[src/rtl/array_run_ctrl.sv]
// Run controller for a two-port PE array: load/store FIFOs, run-cycle counter, store-capture pipeline.
// Optional macro STALL_ON_EMPTY_EN: stall RUN on an empty load FIFO instead of feeding zeros.
`timescale 1ns/1ps

module array_run_fifo #(
    parameter int DW    = 32,
    parameter int DEPTH = 8
) (
    input  logic          i_clk,
    input  logic          i_rst_n,
    input  logic          i_push,
    input  logic          i_pop,
    input  logic [DW-1:0] i_wdata,
    output logic [DW-1:0] o_head,
    output logic          o_full,
    output logic          o_empty
);
    localparam int AW = $clog2(DEPTH);

    logic [DW-1:0] r_mem [DEPTH];
    logic [AW-1:0] r_wr_ptr;
    logic [AW-1:0] r_rd_ptr;
    logic [AW:0]   r_count;
    logic          w_pop;
    logic          w_push;

    // A push into a full FIFO is still accepted when a pop frees a slot in the same cycle.
    assign w_pop   = i_pop & (r_count != {(AW+1){1'b0}});
    assign w_push  = i_push & ((r_count != (AW+1)'(DEPTH)) | w_pop);
    assign o_full  = (r_count == (AW+1)'(DEPTH));
    assign o_empty = (r_count == {(AW+1){1'b0}});
    assign o_head  = r_mem[r_rd_ptr];

    // Storage array.
    always_ff @(posedge i_clk) begin
        if (w_push) begin
            r_mem[r_wr_ptr] <= i_wdata;
        end
    end

    // Pointers and occupancy count.
    always_ff @(posedge i_clk or negedge i_rst_n) begin
        if (!i_rst_n) begin
            r_wr_ptr <= {AW{1'b0}};
            r_rd_ptr <= {AW{1'b0}};
            r_count  <= {(AW+1){1'b0}};
        end else begin
            if (w_push) begin
                r_wr_ptr <= r_wr_ptr + AW'(1);
            end
            if (w_pop) begin
                r_rd_ptr <= r_rd_ptr + AW'(1);
            end
            case ({w_push, w_pop})
                2'b10:   r_count <= r_count + (AW+1)'(1);
                2'b01:   r_count <= r_count - (AW+1)'(1);
                default: r_count <= r_count;
            endcase
        end
    end
endmodule

module array_run_ctrl #(
    parameter int DWIDTH     = 32,
    parameter int FIFO_DEPTH = 8,
    parameter int CNT_WIDTH  = 16,
    parameter int STORE_LAT  = 2
) (
    input  logic                 Clk,
    input  logic                 Resetn,
    input  logic                 Start,
    input  logic [CNT_WIDTH-1:0] Run_Cycles,
    output logic                 Done,
    input  logic                 Ld_Wr_En,
    input  logic                 Ld_Wr_Sel,
    input  logic [DWIDTH-1:0]    Ld_Wr_Data,
    output logic [1:0]           Ld_Full,
    input  logic                 St_Rd_En,
    input  logic                 St_Rd_Sel,
    output logic [DWIDTH-1:0]    St_Rd_Data,
    output logic [1:0]           St_Empty,
    output logic [DWIDTH-1:0]    Data0_Load,
    output logic [DWIDTH-1:0]    Data1_Load,
    input  logic [DWIDTH-1:0]    Data0_Store,
    input  logic [DWIDTH-1:0]    Data1_Store,
    output logic                 PE_Array_Busy,
    output logic                 Overflow,
    output logic                 Underflow
);
    typedef enum logic [1:0] {S_IDLE, S_RUN, S_DRAIN, S_DONE} state_t;

    state_t                r_state;
    logic [CNT_WIDTH-1:0]  r_cnt;
    logic [STORE_LAT-1:0]  r_vld;
    logic                  r_busy;
    logic                  r_done;
    logic                  r_ovf;
    logic                  r_unf;
    logic [DWIDTH-1:0]     r_d0;
    logic [DWIDTH-1:0]     r_d1;
    logic [DWIDTH-1:0]     r_st_rd;

    logic                  w_active;
    logic [1:0]            w_ld_push;
    logic [1:0]            w_ld_pop;
    logic [1:0]            w_ld_full;
    logic [1:0]            w_ld_empty;
    logic [1:0]            w_st_push;
    logic [1:0]            w_st_pop;
    logic [1:0]            w_st_full;
    logic [1:0]            w_st_empty;
    logic [1:0]            w_ovf_evt;
    logic [DWIDTH-1:0]     w_ld_head [2];
    logic [DWIDTH-1:0]     w_st_head [2];
    logic [DWIDTH-1:0]     w_st_wdata [2];

`ifdef STALL_ON_EMPTY_EN
    assign w_active = (r_state == S_RUN) & ~w_ld_empty[0] & ~w_ld_empty[1];
`else
    assign w_active = (r_state == S_RUN);
`endif

    assign w_st_wdata[0] = Data0_Store;
    assign w_st_wdata[1] = Data1_Store;

    for (genvar g = 0; g < 2; g++) begin : g_fifo
        assign w_ld_push[g] = Ld_Wr_En & (Ld_Wr_Sel == 1'(g));
        assign w_ld_pop[g]  = w_active & ~w_ld_empty[g];
        assign w_st_push[g] = r_vld[STORE_LAT-1];
        assign w_st_pop[g]  = St_Rd_En & (St_Rd_Sel == 1'(g));
        // A full store FIFO only drops the word when the host is not popping it that cycle.
        assign w_ovf_evt[g] = w_st_push[g] & w_st_full[g] & ~w_st_pop[g];

        array_run_fifo #(.DW(DWIDTH), .DEPTH(FIFO_DEPTH)) u_ld_fifo (
            .i_clk   (Clk),
            .i_rst_n (Resetn),
            .i_push  (w_ld_push[g]),
            .i_pop   (w_ld_pop[g]),
            .i_wdata (Ld_Wr_Data),
            .o_head  (w_ld_head[g]),
            .o_full  (w_ld_full[g]),
            .o_empty (w_ld_empty[g])
        );

        array_run_fifo #(.DW(DWIDTH), .DEPTH(FIFO_DEPTH)) u_st_fifo (
            .i_clk   (Clk),
            .i_rst_n (Resetn),
            .i_push  (w_st_push[g]),
            .i_pop   (w_st_pop[g]),
            .i_wdata (w_st_wdata[g]),
            .o_head  (w_st_head[g]),
            .o_full  (w_st_full[g]),
            .o_empty (w_st_empty[g])
        );
    end

    // Store-capture valid pipeline fed by the busy flag.
    always_ff @(posedge Clk or negedge Resetn) begin
        if (!Resetn) begin
            r_vld <= {STORE_LAT{1'b0}};
        end else begin
            r_vld[0] <= r_busy;
            for (int i = 1; i < STORE_LAT; i++) begin
                r_vld[i] <= r_vld[i-1];
            end
        end
    end

    // Run FSM with registered array-side outputs and sticky error flags.
    always_ff @(posedge Clk or negedge Resetn) begin
        if (!Resetn) begin
            r_state <= S_IDLE;
            r_cnt   <= {CNT_WIDTH{1'b0}};
            r_busy  <= 1'b0;
            r_done  <= 1'b0;
            r_ovf   <= 1'b0;
            r_unf   <= 1'b0;
            r_d0    <= {DWIDTH{1'b0}};
            r_d1    <= {DWIDTH{1'b0}};
        end else begin
            r_busy <= 1'b0;
            r_done <= 1'b0;
            case (r_state)
                S_IDLE: begin
                    if (Start) begin
                        if (Run_Cycles != {CNT_WIDTH{1'b0}}) begin
                            r_cnt   <= Run_Cycles;
                            r_ovf   <= 1'b0;
                            r_unf   <= 1'b0;
                            r_state <= S_RUN;
                        end else begin
                            r_state <= S_DONE;
                        end
                    end else begin
                        r_state <= S_IDLE;
                    end
                end
                S_RUN: begin
                    if (w_active) begin
                        r_busy <= 1'b1;
                        r_cnt  <= r_cnt - CNT_WIDTH'(1);
                        r_d0   <= w_ld_empty[0] ? {DWIDTH{1'b0}} : w_ld_head[0];
                        r_d1   <= w_ld_empty[1] ? {DWIDTH{1'b0}} : w_ld_head[1];
                        if (w_ld_empty[0] | w_ld_empty[1]) begin
                            r_unf <= 1'b1;
                        end
                        if (r_cnt == CNT_WIDTH'(1)) begin
                            r_state <= S_DRAIN;
                        end
                    end
                end
                S_DRAIN: begin
                    // The last busy cycle has not entered the pipeline yet on the first DRAIN cycle.
                    if (!r_busy && (r_vld == {STORE_LAT{1'b0}})) begin
                        r_state <= S_DONE;
                    end
                end
                S_DONE: begin
                    r_done  <= 1'b1;
                    r_state <= S_IDLE;
                end
                default: r_state <= S_IDLE;
            endcase
            if (|w_ovf_evt) begin
                r_ovf <= 1'b1;
            end
        end
    end

    // Registered host read port; an empty read holds the previous word.
    always_ff @(posedge Clk or negedge Resetn) begin
        if (!Resetn) begin
            r_st_rd <= {DWIDTH{1'b0}};
        end else if (St_Rd_En && !w_st_empty[St_Rd_Sel]) begin
            r_st_rd <= St_Rd_Sel ? w_st_head[1] : w_st_head[0];
        end
    end

    assign Done          = r_done;
    assign PE_Array_Busy = r_busy;
    assign Overflow      = r_ovf;
    assign Underflow     = r_unf;
    assign Data0_Load    = r_d0;
    assign Data1_Load    = r_d1;
    assign St_Rd_Data    = r_st_rd;
    assign Ld_Full       = w_ld_full;
    assign St_Empty      = w_st_empty;
endmodule

[config.mk]
export PLATFORM = sky130hd
export DESIGN_NAME = array_run_ctrl
export DESIGN_NICKNAME = d
export VERILOG_FILES = /design/src/rtl/array_run_ctrl.sv
export SDC_FILE = /design/constraint.sdc
export NUM_CORES = 1
export LEC_CHECK = 0
export BUFFER_PORTS_ARGS = -buffer_cell sky130_fd_sc_hd__buf_2
export CORE_ASPECT_RATIO = 1.4
export CORE_UTILIZATION = 48
export DETAILED_ROUTE_END_ITERATION = 10
export HOLD_SLACK_MARGIN = 0.08
export PLACE_DENSITY = 0.71
export SLEW_MARGIN = 20
export SYNTH_ARGS = -nofsm -noshare
export SYNTH_HDL_FRONTEND = slang
export SYNTH_SLANG_ARGS = --single-unit
[constraint.sdc]
create_clock -name Clk -period 7 [get_ports Clk]
set_input_delay 0.7 -clock Clk [delete_from_list [all_inputs] [get_ports Clk]]
set_output_delay 0.7 -clock Clk [all_outputs]
set_load 0.01 [all_outputs]
# Yosys cells after proc, flatten, opt, wreduce, memory -nomap -nowiden
# Memory sizes are Yosys's and may differ from the RTL's.
# Cells that the tools add are included.
# op_classes
addsub	17
n_lt_le_gt_ge	1
eq_ne	25
n_mux	33
n_bitwise	29
n_reduce_logical	28
# op_table
operator	count
$mux W32	3
$mux W16	2
$pmux W16 S2	1
$pmux W4 S2	4
$add A3 B1 Y3 const B	8
$and A1 B1 Y1	18
$mux W1	17
$add A4 B1 Y4 const B	4
$eq A16 B1 Y1 const B	1
$eq A4 B4 Y1 const B	4
$logic_not A4 Y1	4
$ne A4 B4 Y1 const B	4
$reduce_bool A16 Y1	1
$reduce_bool A2 Y1	8
$reduce_bool A4 Y1	4
$sub A16 B1 Y16 const B	1
$sub A4 B1 Y4 const B	4
$eq A2 B2 Y1 const B	6
$eq A2 B1 Y1 const B	5
$mux W2	4
$pmux W2 S4	1
$ne A2 B2 Y1 const B	3
$not A1 Y1	6
$reduce_and A3 Y1	2
10 further kinds	18
# totals
regBits	160
ram_bits	1024
inputBits	119
output_inout_bits	104
elab_cells	159
mem_count	4
# mem_list
memory	depth	width	read_ports	rd_ports_with_merged_regs	write_ports	line	text
g_fifo[0].u_ld_fifo.r_mem	8	32	1	0	1	20	logic [DW-1:0] r_mem [DEPTH];
g_fifo[0].u_st_fifo.r_mem	8	32	1	0	1	20	
g_fifo[1].u_ld_fifo.r_mem	8	32	1	0	1	20	
g_fifo[1].u_st_fifo.r_mem	8	32	1	0	1	20	

# Longest topological paths before layout
# Gate-level depths: netlist of the first run.
# depth
ltp_word	8
mapped_depth	13
depth_no_buf	12

# By module
# Synthesis of the first run repeated with hierarchy kept, for this count alone.
# unflattened
hier_cells	2380
hier_area_um2	47359.2
# modules_own_cells
mod	instances	cells_each	area_per_inst_um2	seq_area_each_um2
array_run_fifo (g_fifo[0].u_st_fifo ...)	2	436	10383.7	7937.6
array_run_fifo (g_fifo[1].u_ld_fifo)	1	458	10448.8	7937.6
array_run_fifo (g_fifo[0].u_ld_fifo)	1	454	10324.9	7937.6
array_run_ctrl	1	596	5818.1	3002.9

# Worst setup path before layout of the first run
# OpenSTA, ideal clock, no wires.
# synth_path
path_kind	input to register
start	in St_Rd_Sel
end	mem g_fifo[1].u_st_fifo.r_mem[0][0], enable pin
setup_time_ns	0.502
arrival_time_ns	4.527
t_required_ns	6.498
slack_ns	1.971
stages	6
path_cell_list	clkbuf_1 > nand2_1 > nand3_1 > and2_1 > clkinv_1 > nor4_1
# synth_via
elab_chain_cells	6
# synth_lines
item	line	text
from (decl)	79	input logic St_Rd_Sel,
$and A1 B1 Y1	130	assign w_st_pop[g] = St_Rd_En & (St_Rd_Sel == 1'(g));
$and A1 B1 Y1	28	assign w_pop = i_pop & (r_count != {(AW+1){1'b0}});
$or A1 B1 Y1	29	assign w_push = i_push & ((r_count != (AW+1)'(DEPTH)) | w_pop);
$and A1 B1 Y1	29	
$mux W1	36	if (w_push) begin
$mux W1 (implied by the code)	37	r_mem[r_wr_ptr] <= i_wdata;
to (decl)	20	
# Every way passes these cells.

# Worst setup path after layout of the first run
# layout_path
start	reg r_state[1]
end	mem g_fifo[0].u_ld_fifo.r_mem[7][23], enable pin
# layout_via
elab_chain_cells	7
# layout_lines
item	line	text
from (decl)	92	state_t r_state;
from (signal assigned)	172	r_state <= S_IDLE;
from (signal assigned)	190	r_state <= S_RUN;
from (signal assigned)	192	r_state <= S_DONE;
$eq A2 B1 Y1	120	assign w_active = (r_state == S_RUN);
named net w_active	103	logic w_active;
$and A1 B1 Y1	128	assign w_ld_pop[g] = w_active & ~w_ld_empty[g];
$and A1 B1 Y1	28	
$or A1 B1 Y1	29	
$and A1 B1 Y1	29	
$mux W1	36	
$mux W1 (implied by the code)	37	
to (decl)	20	
# The timed path passes the listed nets, and every way through them passes these cells.

==> results of run 1 <==
cells in the mapped netlist (3+ instances only):
master	instances
or3_1	3
dfrtp_1	160
a211oi_1	67
o2bb2ai_1	64
mux2_4	5
edfxtp_1	1024
xnor2_1	21
a21oi_1	19
nand2b_1	13
o21ai_0	14
nand2_1	55
o31ai_1	3
mux2i_1	105
nor2_1	66
o22ai_1	6
nor2b_1	9
mux4_2	256
ha_1	25
a221o_1	4
mux2_2	41
nand3_1	8
clkbuf_1	44
a21o_1	4
or4_1	3
inv_1	25
o211ai_1	4
buf_1	20
xor2_1	13
nor4_1	11
a31oi_1	4
buf_2	42
nor3_1	25
buf_4	11
cells in the final DEF (no fill, tap or decap), types with 12 or more instances in the layout:
master and count:
clkbuf_1 12, mux4_2 256, dfrtp_1 149, edfxtp_1 1024, mux2_2 41, xor2_1 13
o21ai_0 14, clkbuf_16 110, inv_1 24, clkinv_2 24, a21oi_1 19, nand2b_1 13
nor2_4 18, a211oi_1 67, buf_2 221, buf_4 39, clkinv_1 21, xnor2_1 21
nor3_2 12, nor2_1 48, nor3_1 13, ha_1 25, o2bb2ai_1 64, nand2_1 54
mux2i_1 105
area by class of cell:
cell class	instances	area, µm²	area share
inverter	27	101.3	0.001937
clock buffer	129	2894	0.05531
clock inverter	68	661.9	0.01265
multi-input combinational	881	10780	0.2060
antenna	3	7.507	0.0001435
tap	1215	1520	0.02905
timing repair buffer	268	1583	0.03025
sequential	1184	34780	0.6647
kinds of logic (layout without fill, tap and decap cells):
family | after synthesis | after routing | share of synthesized area
mux | 407 | 407 | 0.1600
buf+inv | 145 | 492 | 0.01405
simple gates | 211 | 211 | 0.02217
fa+ha+maj | 27 | 27 | 0.007679
xor+xnor | 34 | 34 | 0.006481
other cells | 0 | 3 | 0
flops | 1184 | 1184 | 0.7564
compound gates | 202 | 202 | 0.03322
metal layers:
metal  vias to the layer above  track usage  wire [µm]
li1                       9595            -          -
met1                     11756       0.2464      36630
met2                       672       0.3786      54470
met3                       184      0.03999       5846
met4                        24      0.07726       2992
met5                         -            0        161
where the power goes:
| group | total, µW | switching [µW] | internal (µW) |
|---|---|---|---|
| clock network | 5860 | 2570 | 3290 |
| registers | 9620 | 864 | 8760 |
| logic | 5850 | 3100 | 2750 |
sequential cells by signal, indices dropped and copies added, names as in the netlist:
register and cells:
g_fifo.u_st_fifo.r_mem 512, g_fifo.u_st_fifo.r_rd_ptr 6, Overflow 1, g_fifo.u_ld_fifo.r_wr_ptr 6, PE_Array_Busy 1, g_fifo.u_ld_fifo.r_rd_ptr 6
g_fifo.u_st_fifo.r_wr_ptr 6, g_fifo.u_st_fifo.r_count 8, r_state 2, r_cnt 16, g_fifo.u_ld_fifo.r_mem 512, St_Rd_Data 32
Data1_Load 32, g_fifo.u_ld_fifo.r_count 8, Done 1, r_vld 2, Underflow 1, Data0_Load 32
per-stage QoR:
step                      std cells  instance area [µm²]  power, µW
after global routing           3773                52320      22280
after global placement         3568                48590      15480
after detailed placement       3573                48710      15710
after floorplan                2210                45950      13670
final                          3775                52330      21340
after CTS                      3770                52270      21570
worst min-delay path by stage:
stage                                     end  slack, ns  cells after the start
finish              Data1_Load[9]$_DFFE_PN0N_        0.1                      1
global route        Data1_Load[9]$_DFFE_PN0N_       0.16                      1
CTS                 Data1_Load[9]$_DFFE_PN0N_        0.1                      1
detailed placement         r_vld[1]$_DFF_PN0_       0.37                      0
global placement           r_vld[1]$_DFF_PN0_       0.36                      0
floorplan                  r_vld[1]$_DFF_PN0_       0.35                      0
==> run summary, run 1 <==
DRC violations left: 0
GP Congestion: 0.7748
PwrDens: 407.7 mW/mm²
Leakage: 0.01762 µW
Per-cell routed wire length: 26.52 µm
VDD IR max: 332.3 µV
Yosys reg bits: 1,184
DR iter-0 viols: 1,924
RSZ-0062 raised after global routing: no
Crit path required time: 7.28 ns
Post-DP HPWL: 62,020 µm
Antenna-violating nets left: 0
Port bufs: 222
Final period utilization: 0.5525
Overall Global Routing Usage: 0.2092
Final setup viols: 0
Hold/Removal Path Class: in -> async
Layout cells sized above 1: 0.3086
Pin count of the biggest net entering global routing: 94
Core area: 0.09435 mm²
Pre-CTS setup slack: 3.061 ns
Min cycle time layout: 3.867 ns
Critical path class: reg -> reg
Initial antenna violation count: 17
Number of clock sinks: 1,184
Die Area: 0.09698 mm²
Crit path max fanout: 34
Vias per inst: 5.889
FF-to-FF End: g_fifo[0].u_ld_fifo.r_mem[7][23]$_DFFE_PP_
WHS: 0.09524 ns
Synth Net Count: 2,356
Fmax: 258.6 MHz
Pins Over Slew Limit: 0
Worst Skew: 0.05093 ns
CP Launch Point: r_state[1]$_DFFE_PN0P_
Area grow syn2layout: 13.88%
Startpoint types: register
Vias in the first global route: 23,845
Buf+Inv Stages, Crit Path: 3
Seq/Total Area, Yosys: 0.7564
Grt ovf: 0
TritonCTS clock tree: yes
Synth cell types: 59
Critical-path cell list: inv_1 -> ha_1 -> buf_4 -> inv_2 -> a31oi_1 -> nand2_1 -> nor2_4
Synth Flop Type: edfxtp_1
Slack of the critical path: 3.133 ns
Clock transition at path regs: 0.07 ns
Top post-synthesis cells by area: edfxtp_1, mux4_2, dfrtp_1
Setup_tns: 0 ns
Postcts setup bufs: 0
Yosys Warn Count: 0
Crit end category: register
Worst R2R Setup Slack: 3.13 ns
Cts hold-fix bufs: 0
Maxcap violations: 0
Die height: 368.1 µm
Vias: 22,231
Cells after synthesis: 2,210
Number of synthesized flops with an enable pin: 1,024
CP max stage delay: 0.92 ns
Worst path top cell family by delay: simple AND/OR/NAND/NOR gates
First-pass GRT wire length: 150,900 µm
Clk_lat worst skew: 0.71 ns
Pre-antenna DRT Iters: 9
Stages on worst setup path: 7
Initial Utilization: 0.4870
Std-Cell Rows: 133
Worst setup path endpoint: g_fifo[0].u_ld_fifo.r_mem[7][23]$_DFFE_PP_
CTS buffer count: 106
Chip width: 263.5 µm
Normalized max-slew margin: 0.2691
Synthesized area: 0.04595 mm²
Status: finished, final reports clean
Max Buffers Root-to-Sink: 3
Fin nets: 2,614
Final core occ: 0.5546
Critical-path top delay cell: nor2_4
Root buffer cell: clkbuf_16
# H-tree levels: 3
Crit Reg-Reg Startpoint: r_state[1]$_DFFE_PN0P_
Drt total wl: 100,100 µm
# fillers: 6,980
I/O pin cnt: 223
Worst-Margin Slew: 1.094 ns
Syn_area_per_cell: 20.79 µm²
Hold Vio Cnt, Final: 0
Post_cts resized: 0
Synth top area share: 0.6692
Async SR Flop Fraction: 0.1351
CP Data Arrival Time: 4.15 ns
R2R depth: 7
Cell taking the most area after synthesis: edfxtp_1
(Power assumes the default switching activity.)
==> inputs of run 2 (changes only) <==
--- a/config.mk
+++ b/config.mk
@@ -10,7 +10,7 @@
 export CORE_UTILIZATION = 48
 export DETAILED_ROUTE_END_ITERATION = 10
 export HOLD_SLACK_MARGIN = 0.08
-export PLACE_DENSITY = 0.71
+export PLACE_DENSITY = 0.73
 export SLEW_MARGIN = 20
 export SYNTH_ARGS = -nofsm -noshare
 export SYNTH_HDL_FRONTEND = slang
==> constraint.sdc (replaced) <==
create_clock -name Clk -period 3.2 [get_ports Clk]
set_input_delay 0.32 -clock Clk [delete_from_list [all_inputs] [get_ports Clk]]
set_output_delay 0.32 -clock Clk [all_outputs]
set_load 0.01 [all_outputs]
==> run summary, run 2 (synthesis results as in run 1) <==
Status: finished, final reports clean
Chip width: 263.5 µm (unchanged)
Min-Delay Endpoint: r_cnt[14]$_DFFE_PN0P_
Min cycle time layout: 2.757 ns (-1.110 ns)
Postcts setup bufs: 0 (unchanged)
Flop pwr share: 0.440 (-0.011)
Fmax: 362.7 MHz (+40%)
Drt total wl: 101,100 µm (+0.98%)
PwrDens: 881.8 mW/mm² (+120%)
# H-tree levels: 3 (unchanged)
Crit Reg-Reg Startpoint: g_fifo[1].u_st_fifo.r_count[1]$_DFFE_PN0P_
Total design power: 47,550 µW (+120%)
Clk_lat worst skew: 0.70 ns (about the same)
Std-Cell Rows: 133 (unchanged)
Maxcap violations: 0 (unchanged)
Sequential cell area: 0.03478 mm² (about the same)
Port bufs: 222 (unchanged)
GP Congestion: 0.8348 (+7.7%)
Most common library cell in the layout ignoring fill and taps: edfxtp_1
Crit end category: register
Area grow syn2layout: 17.37%
Die height: 368.1 µm (unchanged)
Hold depth: 4
VDD IR max: 616.1 µV (+85%)
Number of clock sinks: 1,184 (unchanged)
Largest regs: g_fifo.u_ld_fifo.r_mem (512), g_fifo.u_st_fifo.r_mem (512)
Crit path max fanout: 8 (-76%)
I/O pin cnt: 223 (unchanged)
TritonCTS clock tree: yes
CP Data Arrival Time: 3.32 ns (-0.83 ns)
Leakage: 0.01838 µW (+4.3%)
Cell Int Power: 33,350 µW (+130%)
Vias in the first global route: 24,787 (+4.0%)
Vias: 23,059 (+3.7%)
Max Buffers Root-to-Sink: 3 (unchanged)
Startpoint types: register
DR iter-0 viols: 2,346 (+22%)
RSZ-0062 raised after global routing: no
Worst R2R Setup Slack: 0.44 ns (-2.69 ns)
Normalized max-slew margin: 0.4041 (+0.1351)
# fillers: 6,778 (-2.9%)
Commonest non-fill, non-tap cells in the layout: edfxtp_1, mux4_2, buf_2
DRC violations left: 0 (unchanged)
Pins Over Slew Limit: 0 (unchanged)
CP Launch Point: g_fifo[1].u_st_fifo.r_count[1]$_DFFE_PN0P_
Hold/Removal Path Class: in -> reg
Post-DP HPWL: 60,180 µm (-3.0%)
Layout cells sized above 1: 0.3030 (-0.005602)
First-pass GRT wire length: 153,500 µm (+1.7%)
Footprint of the multi-input gates: 0.01082 mm² (+0.43%)
Initial antenna violation count: 5 (-12)
Vias per inst: 5.884 (about the same)
Worst-Margin Slew: 0.8938 ns (-0.2000 ns)
R2R depth: 11 (+4)
Overall Global Routing Usage: 0.2121 (+0.002868)
Worst Skew: 0.03002 ns (-0.02091 ns)
CTS buffer count: 105 (-0.94%)
Net Sw Frac: 0.2988 (-0.007375)
FF-to-FF End: g_fifo[1].u_st_fifo.r_count[2]$_DFFE_PN0P_
Clk network pwr share: 0.281 (+0.006)
Min-delay src: Run_Cycles[14]
Pin count of the biggest net entering global routing: 71 (-24%)
Pre-antenna DRT Iters: 5 (-4)
Core area: 0.09435 mm² (unchanged)
Final core occ: 0.5715 (+0.01697)
Switching power of the nets: 14,210 µW (+120%)
Initial Utilization: 0.4870 (unchanged)
Crit path required time: 3.76 ns (-3.52 ns)
Clock transition at path regs: 0.06 ns (about the same)
Grt ovf: 0 (unchanged)
Root buffer cell: clkbuf_16
Die Area: 0.09698 mm² (unchanged)
Fin nets: 2,757 (+5.5%)
Antenna-violating nets left: 0 (unchanged)
Per-cell routed wire length: 25.79 µm (-2.7%)
Critical path class: reg -> reg
Logic pwr share: 0.279 (+0.005)
Final period utilization: 0.8616 (+0.3091)
Setup_tns: 0 ns (unchanged)
Final setup viols: 0 (unchanged)
Hold Vio Cnt, Final: 0 (unchanged)
## run 2: how the worst max path moves through the flow
stage	endpoint	slack (ns)	depth (start not counted)
after detailed placement	g_fifo[1].u_st_fifo.r_count[2]$_DFFE_PN0P_	0.47	12
after floorplan	g_fifo[1].u_ld_fifo.r_mem[2][0]$_DFFE_PP_	-0.98	7
after global placement	g_fifo[1].u_st_fifo.r_count[2]$_DFFE_PN0P_	0.52	12
final	g_fifo[1].u_st_fifo.r_count[2]$_DFFE_PN0P_	0.44	11
after global routing	g_fifo[1].u_st_fifo.r_count[2]$_DFFE_PN0P_	0.23	11
after CTS	g_fifo[1].u_st_fifo.r_count[2]$_DFFE_PN0P_	0.44	11
## run 2: repair_timing
item / in CTS / in global routing
hold endpoints to repair: 1105 / 0
endpoints found under the setup margin: 0 / 0
gates resized for setup: 0 / 0
hold buffers: 112 / 0
## run 2: power by group through the flow
stage / logic, µW / registers [µW] / clock network, µW
after CTS: 13500 / 20900 / 13600
after global routing: 14300 / 21200 / 14100
after detailed placement: 13200 / 21200 / 0
final: 13300 / 20900 / 13400
after floorplan: 9320 / 20600 / 0
after global placement: 12900 / 21000 / 0
## run 2: area by class of cell
type | instances | share of cell area
Antenna cell | 4 | 0.0001856
Clock inverter | 49 | 0.01406
Inverter | 27 | 0.001879
Clock buffer | 147 | 0.05464
Sequential cell | 1184 | 0.6449
Tap cell | 1215 | 0.02819
Timing Repair Buffer | 412 | 0.05543
Multi-Input combinational cell | 881 | 0.2007
## run 2: critical path: stages (launching register included)
cell and delay, ns:
dfrtp_1 0.47, nor3_1 0.09, nand3_1 0.11, and2_1 0.23, clkinv_1 0.39, ha_1 0.43
xor2_1 0.18, ha_1 0.18, a21oi_1 0.16, xor2_1 0.18, nor2_1 0.07, xor2_1 0.14
## run 2: metrics by stage
stage	hold WS, ns	setup WS, ns	cell area [µm²]	cells
6_report	0.1182	0.4429	53930	3919
5_1_grt	0.1372	0.2329	53920	3918
4_1_cts	0.08140	0.4444	53920	3915
3_5_place_dp	0.3768	0.4661	49090	3607
3_3_place_gp	0.3586	0.5178	49090	3607
2_1_floorplan	0.02441	-0.9755	46040	2210
## run 2: routing by layer
layer / wire length, µm / vias to the layer above / global-route usage
met2: 55320 / 804 / 0.3929
met4: 2079 / 4 / 0.06275
met5: 31 / - / 0
met1: 37560 / 12211 / 0.2525
met3: 6086 / 158 / 0.03391
li1: - / 9882 / -
==> inputs of run 3 (changes only) <==
--- a/config.mk
+++ b/config.mk
@@ -10,7 +10,7 @@
 export CORE_UTILIZATION = 48
 export DETAILED_ROUTE_END_ITERATION = 10
 export HOLD_SLACK_MARGIN = 0.08
-export PLACE_DENSITY = 0.73
+export PLACE_DENSITY = 0.67
 export SLEW_MARGIN = 20
 export SYNTH_ARGS = -nofsm -noshare
 export SYNTH_HDL_FRONTEND = slang
==> run summary, run 3 (synthesis results as in run 1) <==
Status: finished, final reports clean
Grt ovf: 0 (unchanged)
Pins Over Slew Limit: 0 (unchanged)
Most common library cell in the layout ignoring fill and taps: edfxtp_1
Std-Cell Rows: 133 (unchanged)
Normalized max-slew margin: 0.2661 (-0.1380)
Hold Vio Cnt, Final: 0 (unchanged)
Dpl cells: 3,613 (+0.17%)
Clk network pwr share: 0.272 (-0.009)
Number of clock sinks: 1,184 (unchanged)
Pin count of the biggest net entering global routing: 84 (+18%)
Final period utilization: 0.8929 (+0.03130)
Net Sw Frac: 0.3045 (+0.005682)
Crit end category: register
First-pass GRT wire length: 154,100 µm (+0.37%)
ANT cells: 0 (-4)
Vias: 22,780 (-1.2%)
Maxcap violations: 0 (unchanged)
Post_cts resized: 0 (unchanged)
FF-to-FF End: g_fifo[1].u_ld_fifo.r_count[2]$_DFFE_PN0P_
Worst setup path endpoint: g_fifo[1].u_ld_fifo.r_count[2]$_DFFE_PN0P_
Port bufs: 222 (unchanged)
Root buffer cell: clkbuf_16
Per-cell routed wire length: 25.74 µm (-0.21%)
CP Data Arrival Time: 3.44 ns (+0.12 ns)
Vias in the first global route: 24,895 (+0.44%)
Initial Utilization: 0.4870 (unchanged)
I/O pin cnt: 223 (unchanged)
CP Launch Point: r_state[1]$_DFFE_PN0P_
Post-DP HPWL: 61,080 µm (+1.5%)
DR iter-0 viols: 1,722 (-27%)
# H-tree levels: 3 (unchanged)
Fin cells: 3,931 (+0.31%)
Fin nets: 2,768 (+0.40%)
Clk_lat worst skew: 0.70 ns (about the same)
Antenna-violating nets left: 0 (unchanged)
Crit path required time: 3.79 ns (+0.03 ns)
Worst-Margin Slew: 1.101 ns (+0.2070 ns)
VDD IR max: 632.2 µV (+2.6%)
GP Congestion: 0.7889 (-5.5%)
Clock transition at path regs: 0.06 ns (about the same)
R2R depth: 13 (+2)
Max Buffers Root-to-Sink: 3 (unchanged)
Initial antenna violation count: 4 (-1)
PwrDens: 872.3 mW/mm² (-1.1%)
Crit Reg-Reg Startpoint: r_state[1]$_DFFE_PN0P_
TritonCTS clock tree: yes
Total design power: 47,070 µW (-1.0%)
Drt total wl: 101,200 µm (about the same)
Setup_tns: 0 ns (unchanged)
Hold depth: 6 (+2)
Crit path max fanout: 7 (-1)
Vias per inst: 5.795 (-1.5%)
Chip width: 263.5 µm (unchanged)
Fmax: 350.0 MHz (-3.5%)
Commonest non-fill, non-tap cells in the layout: edfxtp_1, mux4_2, buf_2
RSZ-0062 raised after global routing: no
Switching power of the nets: 14,330 µW (+0.86%)
Overall Global Routing Usage: 0.2131 (+0.001007)
Die height: 368.1 µm (unchanged)
Startpoint types: register
Largest regs: g_fifo.u_ld_fifo.r_mem (512), g_fifo.u_st_fifo.r_mem (512)
Cell Int Power: 32,740 µW (-1.8%)
Layout cells sized above 1: 0.3078 (+0.004843)
Die Area: 0.09698 mm² (unchanged)
Area grow syn2layout: 17.44% (about the same)
Hold/Removal Path Class: in -> reg
Worst R2R Setup Slack: 0.34 ns (-0.10 ns)
Worst Skew: 0.03030 ns (+0.0002799 ns)
Logic pwr share: 0.280 (about the same)
Min cycle time layout: 2.857 ns (+0.1002 ns)
Flop pwr share: 0.448 (+0.008)
Final setup viols: 0 (unchanged)
Core area: 0.09435 mm² (unchanged)
CTS buffer count: 107 (+1.9%)
DRC violations left: 0 (unchanged)
Critical path class: reg -> reg
Leakage: 0.01837 µW (about the same)
Pre-antenna DRT Iters: 5 (unchanged)
-- run 3: cell count changes in the layout (fill, tap and decap cells not counted), moves of 4 or more --
cell        previous run  this run
diode_2                4         0
nor2_2                 5         0
clkinv_1               7        16
nor2_4                13        18
clkbuf_1              27        14
bufinv_16             18         8
clkinvlp_4             0         9
inv_6                  2         7
clkinv_2              19        27
buf_12                13        22
-- run 3: power by group through the flow --
stage	combinational, µW	sequential (µW)	clock (µW)
2_1_floorplan	9320	20600	0
3_3_place_gp	13000	21300	0
3_5_place_dp	13300	21400	0
4_1_cts	13400	21100	13000
5_1_grt	14300	21400	13600
6_report	13200	21100	12800
-- run 3: cell type report --
type	count	area, µm²
Fill cell	6973	40390
Sequential cell	1184	34780
Multi-Input combinational cell	881	10850
Timing Repair Buffer	421	3177
Clock buffer	135	2934
Tap cell	1215	1520
Clock inverter	68	599.3
Inverter	27	101.3
-- run 3: stage by stage --
| step | util | hold slack (ns) | setup WS [ns] | area (µm²) |
|---|---|---|---|---|
| floorplan | - | 0.02441 | -0.9755 | 46040 |
| global route | 0.5719 | 0.1745 | 0.1263 | 53960 |
| finish | 0.5719 | 0.1671 | 0.3428 | 53960 |
| CTS | 0.5719 | 0.1409 | 0.3688 | 53960 |
| global placement | 0.5222 | 0.3634 | 0.4157 | 49280 |
| detailed placement | 0.5222 | 0.3632 | 0.3700 | 49280 |
-- run 3: critical path: stages (launching register included) --
cell and delay [ns]:
dfrtp_1 0.41, inv_1 0.09, ha_1 0.34, inv_2 0.08, a31oi_1 0.25, buf_4 0.18
inv_1 0.16, ha_1 0.32, xor2_1 0.18, ha_1 0.21, a21oi_1 0.16, xor2_1 0.17
nor2_1 0.07, xor2_1 0.14
-- run 3: worst min-delay path by stage --
stage / start / to
floorplan: Resetn / Data0_Load[0]$_DFFE_PN0N_
global placement: r_vld[0]$_DFF_PN0_ / r_vld[1]$_DFF_PN0_
detailed placement: r_vld[0]$_DFF_PN0_ / r_vld[1]$_DFF_PN0_
CTS: Ld_Wr_En / g_fifo[1].u_ld_fifo.r_wr_ptr[1]$_DFFE_PN0P_
global route: Start / r_state[0]$_DFFE_PN0P_
finish: St_Rd_En / Overflow$_DFFE_PN0P_
-- run 3: layer usage --
| layer | routed length [µm] | GRT usage |
|---|---|---|
| met5 | 66 | 0 |
| met4 | 2865 | 0.07647 |
| met3 | 5331 | 0.03525 |
| met2 | 54980 | 0.3927 |
| met1 | 37930 | 0.2491 |
-- run 3: repair_timing --
action	4_1_cts	5_1_grt
hold buffers	115	0
hold endpoints to repair	1122	0
setup buffers	0	0
endpoints found under the setup margin	0	0
